### src/rtl/or_gate_db_pkg.sv
// Shared constants and helpers for the or_gate_db block.
package or_gate_db_pkg;

   localparam int DEF_WIDTH = 1;
   localparam int DEF_CNT_W = 8;

   // All-ones value of a cnt_w-bit counter; used as the saturation ceiling.
   function automatic logic [31:0] sat_val(input int cnt_w);
      if (cnt_w >= 32) return '1;
      return (32'd1 << cnt_w) - 32'd1;
   endfunction

endpackage

### src/rtl/or_gate_db_edge_cnt.sv
// Rising-edge detector on z_any plus a saturating event counter with
// synchronous clear (clear wins over a coincident rise).
module or_gate_db_edge_cnt
   import or_gate_db_pkg::*;
#(
   parameter int CNT_W = DEF_CNT_W
) (
   input  logic             clk,
   input  logic             rst_n,
   input  logic             z_any,
   input  logic             out_valid,
   input  logic             clr_cnt,
   output logic [CNT_W-1:0] rise_cnt
);

   localparam logic [CNT_W-1:0] SAT = CNT_W'(sat_val(CNT_W));

   logic z_any_prev;
   logic rise;

   // Only qualified results can register a 0->1 event.
   assign rise = out_valid & z_any & ~z_any_prev;

   // History of z_any and the saturating counter; reset forces prev=0 so the
   // first edge after release sees a clean baseline.
   always_ff @(posedge clk or negedge rst_n) begin
      if (!rst_n) begin
         z_any_prev <= 1'b0;
         rise_cnt   <= '0;
      end else begin
         z_any_prev <= z_any;
         if (clr_cnt)
            rise_cnt <= '0;
         else if (rise && (rise_cnt != SAT))
            rise_cnt <= rise_cnt + 1'b1;
      end
   end

endmodule

### src/rtl/or_gate_db.sv
// Bitwise two-input OR with optional output register, valid tracking and a
// saturating count of rising edges on the reduced result.
module or_gate_db
   import or_gate_db_pkg::*;
#(
   parameter int WIDTH   = DEF_WIDTH,
   parameter int OUT_REG = 0,
   parameter int CNT_W   = DEF_CNT_W
) (
   input  logic             clk,
   input  logic             rst_n,
   input  logic             in_valid,
   input  logic [WIDTH-1:0] x,
   input  logic [WIDTH-1:0] y,
   output logic [WIDTH-1:0] z,
   output logic             out_valid,
   output logic             z_any,
   output logic [CNT_W-1:0] rise_cnt,
   input  logic             clr_cnt
);

   logic [WIDTH-1:0] or_val;

   assign or_val = x | y;

   generate
      if (OUT_REG != 0) begin : g_reg
         logic [WIDTH-1:0] z_q;
         logic             vld_q;

         // Capture qualified results only; hold z while in_valid is low.
         always_ff @(posedge clk or negedge rst_n) begin
            if (!rst_n) begin
               z_q   <= '0;
               vld_q <= 1'b0;
            end else begin
               if (in_valid) z_q <= or_val;
               vld_q <= in_valid;
            end
         end

         assign z         = z_q;
         assign out_valid = vld_q;
      end else begin : g_comb
         // Pure combinational path: unaffected by clk, rst_n or in_valid.
         assign z         = or_val;
         assign out_valid = in_valid;
      end
   endgenerate

   assign z_any = |z;

   or_gate_db_edge_cnt #(
      .CNT_W (CNT_W)
   ) u_edge_cnt (
      .clk       (clk),
      .rst_n     (rst_n),
      .z_any     (z_any),
      .out_valid (out_valid),
      .clr_cnt   (clr_cnt),
      .rise_cnt  (rise_cnt)
   );

endmodule

### config.mk
export PLATFORM = sky130hd
export DESIGN_NAME = or_gate_db
export DESIGN_NICKNAME = d
export VERILOG_FILES = /design/src/rtl/or_gate_db_pkg.sv /design/src/rtl/or_gate_db_edge_cnt.sv /design/src/rtl/or_gate_db.sv
export SDC_FILE = /design/constraint.sdc
export NUM_CORES = 1
export LEC_CHECK = 0
export CAP_MARGIN = 40
export CORE_AREA = 2 2 39 41
export DETAILED_ROUTE_END_ITERATION = 16
export DIE_AREA = 0 0 41 43
export PLACE_DENSITY = 0.79
export REMOVE_ABC_BUFFERS = 1
export SYNTH_ARGS = -nofsm -noshare
export SYNTH_HDL_FRONTEND = slang
export SYNTH_HIERARCHICAL = 1
export SYNTH_SLANG_ARGS = --single-unit
### constraint.sdc
create_clock -name clk -period 2.5 [get_ports clk]
set_input_delay 0.5 -clock clk [delete_from_list [all_inputs] [get_ports clk]]
set_output_delay 0.5 -clock clk [all_outputs]
set_load 0.005 [all_outputs]
== Yosys cells after proc, flatten, opt, wreduce, memory -nomap -nowiden ==
Index checks and enable logic that the tools add are counted.

* Output and inout port bits: 11
* Register bits: 9

* Eq/ne operators: 1
* $add $sub $neg: 1
* Mux-type cells: 2
* Bitwise gates (word level): 4
* Reductions and logical operators: 2

{| class="wikitable"
|+ Operators with widths
! cell !! number
|-
| 8-bit two-way mux || 2
|-
| 8-bit by 1-bit adder with 8-bit output (second input constant) || 1
|-
| 8-bit inequality test (second input constant) || 1
|-
| 1-bit bitwise AND || 2
|-
| 2-bit nonzero test || 1
|-
| 1-bit logical AND || 1
|-
| 1-bit inverter || 1
|-
| 1-bit bitwise OR || 1
|}

== Depth between registers and ports, before layout ==
* Depth after elaboration: 6
* Depth in mapped cells: 4
* Depth with buffers taken out: 4

== By module ==
The synthesis kept the hierarchy.

{| class="wikitable"
|+ Modules (own cells, without submodules)
! module !! instances !! seq. area each (um^2) !! cells each !! area an instance (um^2)
|-
| or_gate_db_edge_cnt || 1 || 225.2 || 49 || 568.0
|-
| or_gate_db || 1 || 0.0 || 3 || 21.3
|}

== Worst setup path after synthesis ==
OpenSTA, ideal clock, no wires.

* Path type: input -> register
* From: in y
* To: reg u_edge_cnt.rise_cnt[7]
* Setup time: 0.125 ns
* Slack: 0.965 ns
* Stages on the path: 4
* Path buffers: 0
* Arrival time: 1.410 ns
* Required time: 2.375 ns
* Cell sequence: or2_1 -> and4b_4 -> nand4_2 -> mux2_4

* Cells in the longest elaborated chain, start to end: 5

{| class="wikitable"
|+ Ends and longest elaborated chain
! element !! RTL line !! RTL
|-
| start, declared || or_gate_db.sv:14 || <nowiki>input logic [WIDTH-1:0] y,</nowiki>
|-
| 1-bit bitwise OR || or_gate_db.sv:24 || <nowiki>assign or_val = x | y;</nowiki>
|-
| 1-bit bitwise AND (2 in a row) || or_gate_db_edge_cnt.sv:22 || <nowiki>assign rise = out_valid & z_any & ~z_any_prev;</nowiki>
|-
| 1-bit logical AND || or_gate_db_edge_cnt.sv:34 || <nowiki>else if (rise && (rise_cnt != SAT))</nowiki>
|-
| 2-bit nonzero test (no source line) || -- ||
|-
| end signal, assigned || or_gate_db_edge_cnt.sv:35 || <nowiki>rise_cnt <= rise_cnt + 1'b1;</nowiki>
|-
| end, declared || or_gate_db_edge_cnt.sv:13 || <nowiki>output logic [CNT_W-1:0] rise_cnt</nowiki>
|}

Every way passes these cells.
A chain may end at the register's enable or synchronous reset.

== Worst setup path in the final report ==
* From: in y
* To: out z

* Cells in the longest elaborated chain, start to end: 1

{| class="wikitable"
|+ Ends and longest elaborated chain
! element !! RTL line !! RTL
|-
| 1-bit bitwise OR || or_gate_db.sv:24 ||
|-
| end, declared || or_gate_db.sv:15 || <nowiki>output logic [WIDTH-1:0] z,</nowiki>
|}

Every way passes these cells.

==> impl_metrics.ini <==
[cts]
cts_max_level = 1
cts_root_buf = clkbuf_4
cts_tree = done
cts-resized-gates = 0
clkSinkCount = 9
cts_buffer_depth = 2
cts_hold_buf = 0
cts_setup_buffers = 0
clkLatencyLatePin_ns = 0.27
cts_made_buffers = 3
path_clk_slew_ns = 0.06

[floorplan]
start_util = 0.426
die_x_um = 41
num_rows = 14
coreArea_sq_um = 1380
boundaryPins = 17
die-area_sq_um = 1760
die_h_um = 43

[yosys]
yosys_warnings = 6
synth_edf_count = 0
ys.flop_type = dfrtp_1
syn_area_sq_um = 589
synthCells = 52
seq_area_frac_synth = 0.382
ys_seq_elements = 9
synthArstFlopShare = 1.00
synth_cell_types = 28
avgSynthCellArea_sq_um = 11.3

[global_route]
grtUsageTotal = 0.184
grt_first_pass_wirelength_um = 2100
grt_max_degree = 14
grt-ovfl-total = 0
first_global_vias = 454
antenna_found_initial = 0

[finish]
final_common_cell = clkdlybuf4s50_1
diodes = 0
multi_input_area_sq_um = 338
final_cell_mix = clkdlybuf4s50_1 (16), dfrtp_1 (9), nor2b_1 (5)
fill_cells = 131
seqCellArea_sq_um = 225
layout-drive-gt1-share = 0.232
area_growth_pct = 31.8
nets = 77

[setup_path]
criticalPathCategory = in -> out
cp_max_fo = 5
timing.rr.end = u_edge_cnt/rise_cnt[3]$_DFFE_PN0P_
r2r-start = u_edge_cnt/rise_cnt[0]$_DFFE_PN0P_
required_ns = 2.00
r2r_setup_slack_ns = 0.95
r2r_cells = 4
cp-start-kind = input port
critPathTopFamily = buffers and inverters
crit_cells = 3
slowest_stage = clkdlybuf4s50_1
crit_buf_inv = 2
worst_path_largest_cell_delay_ns = 0.54
worstPathCellList = clkdlybuf4s50_1 -> or2_1 -> clkdlybuf4s50_1
crit_top_cell = clkdlybuf4s50_1
arrival_ns = 1.70
critPathCaptureType = primary output

[timing]
layout_setup_ws_ns = 0.301
drv_slew = 0
finalHoldViolCount = 0
tightest_slew_ns = 0.433
rsz0062_at_grt = false
period_needed_ns = 2.20
finalSetupViolCount = 0
clock_skew_ns = 0.00643
fmax_mhz = 455
max_slew_margin = 0.710
period_share = 0.880
finalSetupTns_ns = 0

[power]
p_sw_frac = 0.231
pwr-share-comb = 0.109
p_leak_nw = 0.311
power_frac_seq = 0.504
internal-power_uw = 228
p_switching_uw = 68.3
ir_drop_v = 0.000255
p_per_area_nw_per_um2 = 381
clkPwrFrac = 0.387

[route]
viasPerCell = 5.48
vias = 466
route.detailed.drc = 0
wirelength_um = 1220
drtIter0Drc = 10
ant_nets = 0
routedWlPerCell_um = 14.3
dr.pass1.iters = 3

[placed_design]
io_buffers = 16
dpl_worst_slack_ns = 0.288
place_congestion = 0.740
dp_hpwl_um = 895

[min_path]
holdCritPathClass = in -> async

[run_status]
status = complete, no violations

[flow_run]
maxCapViolCount = 0
[power groups by stage]
stage	sequential [mW]	combinational (mW)	clock, mW
after detailed placement	0.152	0.0328	0
after CTS	0.149	0.0331	0.118
final	0.149	0.0322	0.115
after global routing	0.149	0.0369	0.123
after floorplan	0.152	0.0108	0
after global placement	0.152	0.0322	0
[registers in the layout (all words and copies together), names as in the netlist]
signal                 count
u_edge_cnt/rise_cnt        8
u_edge_cnt/z_any_prev      1
[metal layers]
metal | track usage | wire length (um) | share of wire | up-vias
met4 | 0.140 | 40 | 0.033 | 0
met2 | 0.263 | 572 | 0.47 | 17
li1 | - | - | - | 231
met5 | 0 | 0 | 0 | -
met3 | 0.0314 | 59 | 0.048 | 4
met1 | 0.234 | 544 | 0.45 | 214
[cell type report]
class	count	share of cell area
clock buffer	4	0.0338
inverter	2	0.00966
multi-input combinational	38	0.435
sequential	9	0.290
tap	16	0.0258
timing repair buffer	16	0.206
[logic make-up (layout without fill, tap and decap cells)]
logic type | after synthesis | in the layout | share of synthesized area
muxes | 5 | 5 | 0.119
DFF | 9 | 9 | 0.382
buffers and inverters | 5 | 22 | 0.0446
adders and majority gates | 1 | 1 | 0.0212
and+or+nand+nor | 23 | 23 | 0.304
AOI/OAI and AO/OA | 9 | 9 | 0.130
[metrics by stage]
step	instance area [sq um]	hold WS, ns	instances	utilization	power [mW]
3_3_place_gp	751	0.567	81	0.542	0.184
4_1_cts	777	0.556	85	0.561	0.301
5_1_grt	777	0.585	85	0.561	0.309
3_5_place_dp	751	0.565	81	0.542	0.185
2_1_floorplan	571	0.204	49	-	0.162
6_report	777	0.527	85	0.561	0.296
[how the worst max path moves through the flow]
stage	slack, ns	start	endpoint
6_report	0.30	y	z
5_1_grt	0.19	y	z_any
4_1_cts	0.28	y	z
3_5_place_dp	0.29	y	z
3_3_place_gp	0.32	y	z
2_1_floorplan	0.95	y	u_edge_cnt/rise_cnt[7]$_DFFE_PN0P_
[synth_stat cells (2+ instances only)]
cell / instances / share of area
nor2_1: 3 / 0.019
o21a_1: 2 / 0.025
nand2b_1: 2 / 0.021
a211oi_2: 2 / 0.042
inv_1: 2 / 0.013
nor2b_1: 5 / 0.053
buf_4: 2 / 0.025
mux2_4: 4 / 0.10
nand3_1: 2 / 0.017
a21oi_1: 2 / 0.017
dfrtp_1: 9 / 0.38
Power figures use the tool's default switching activity.
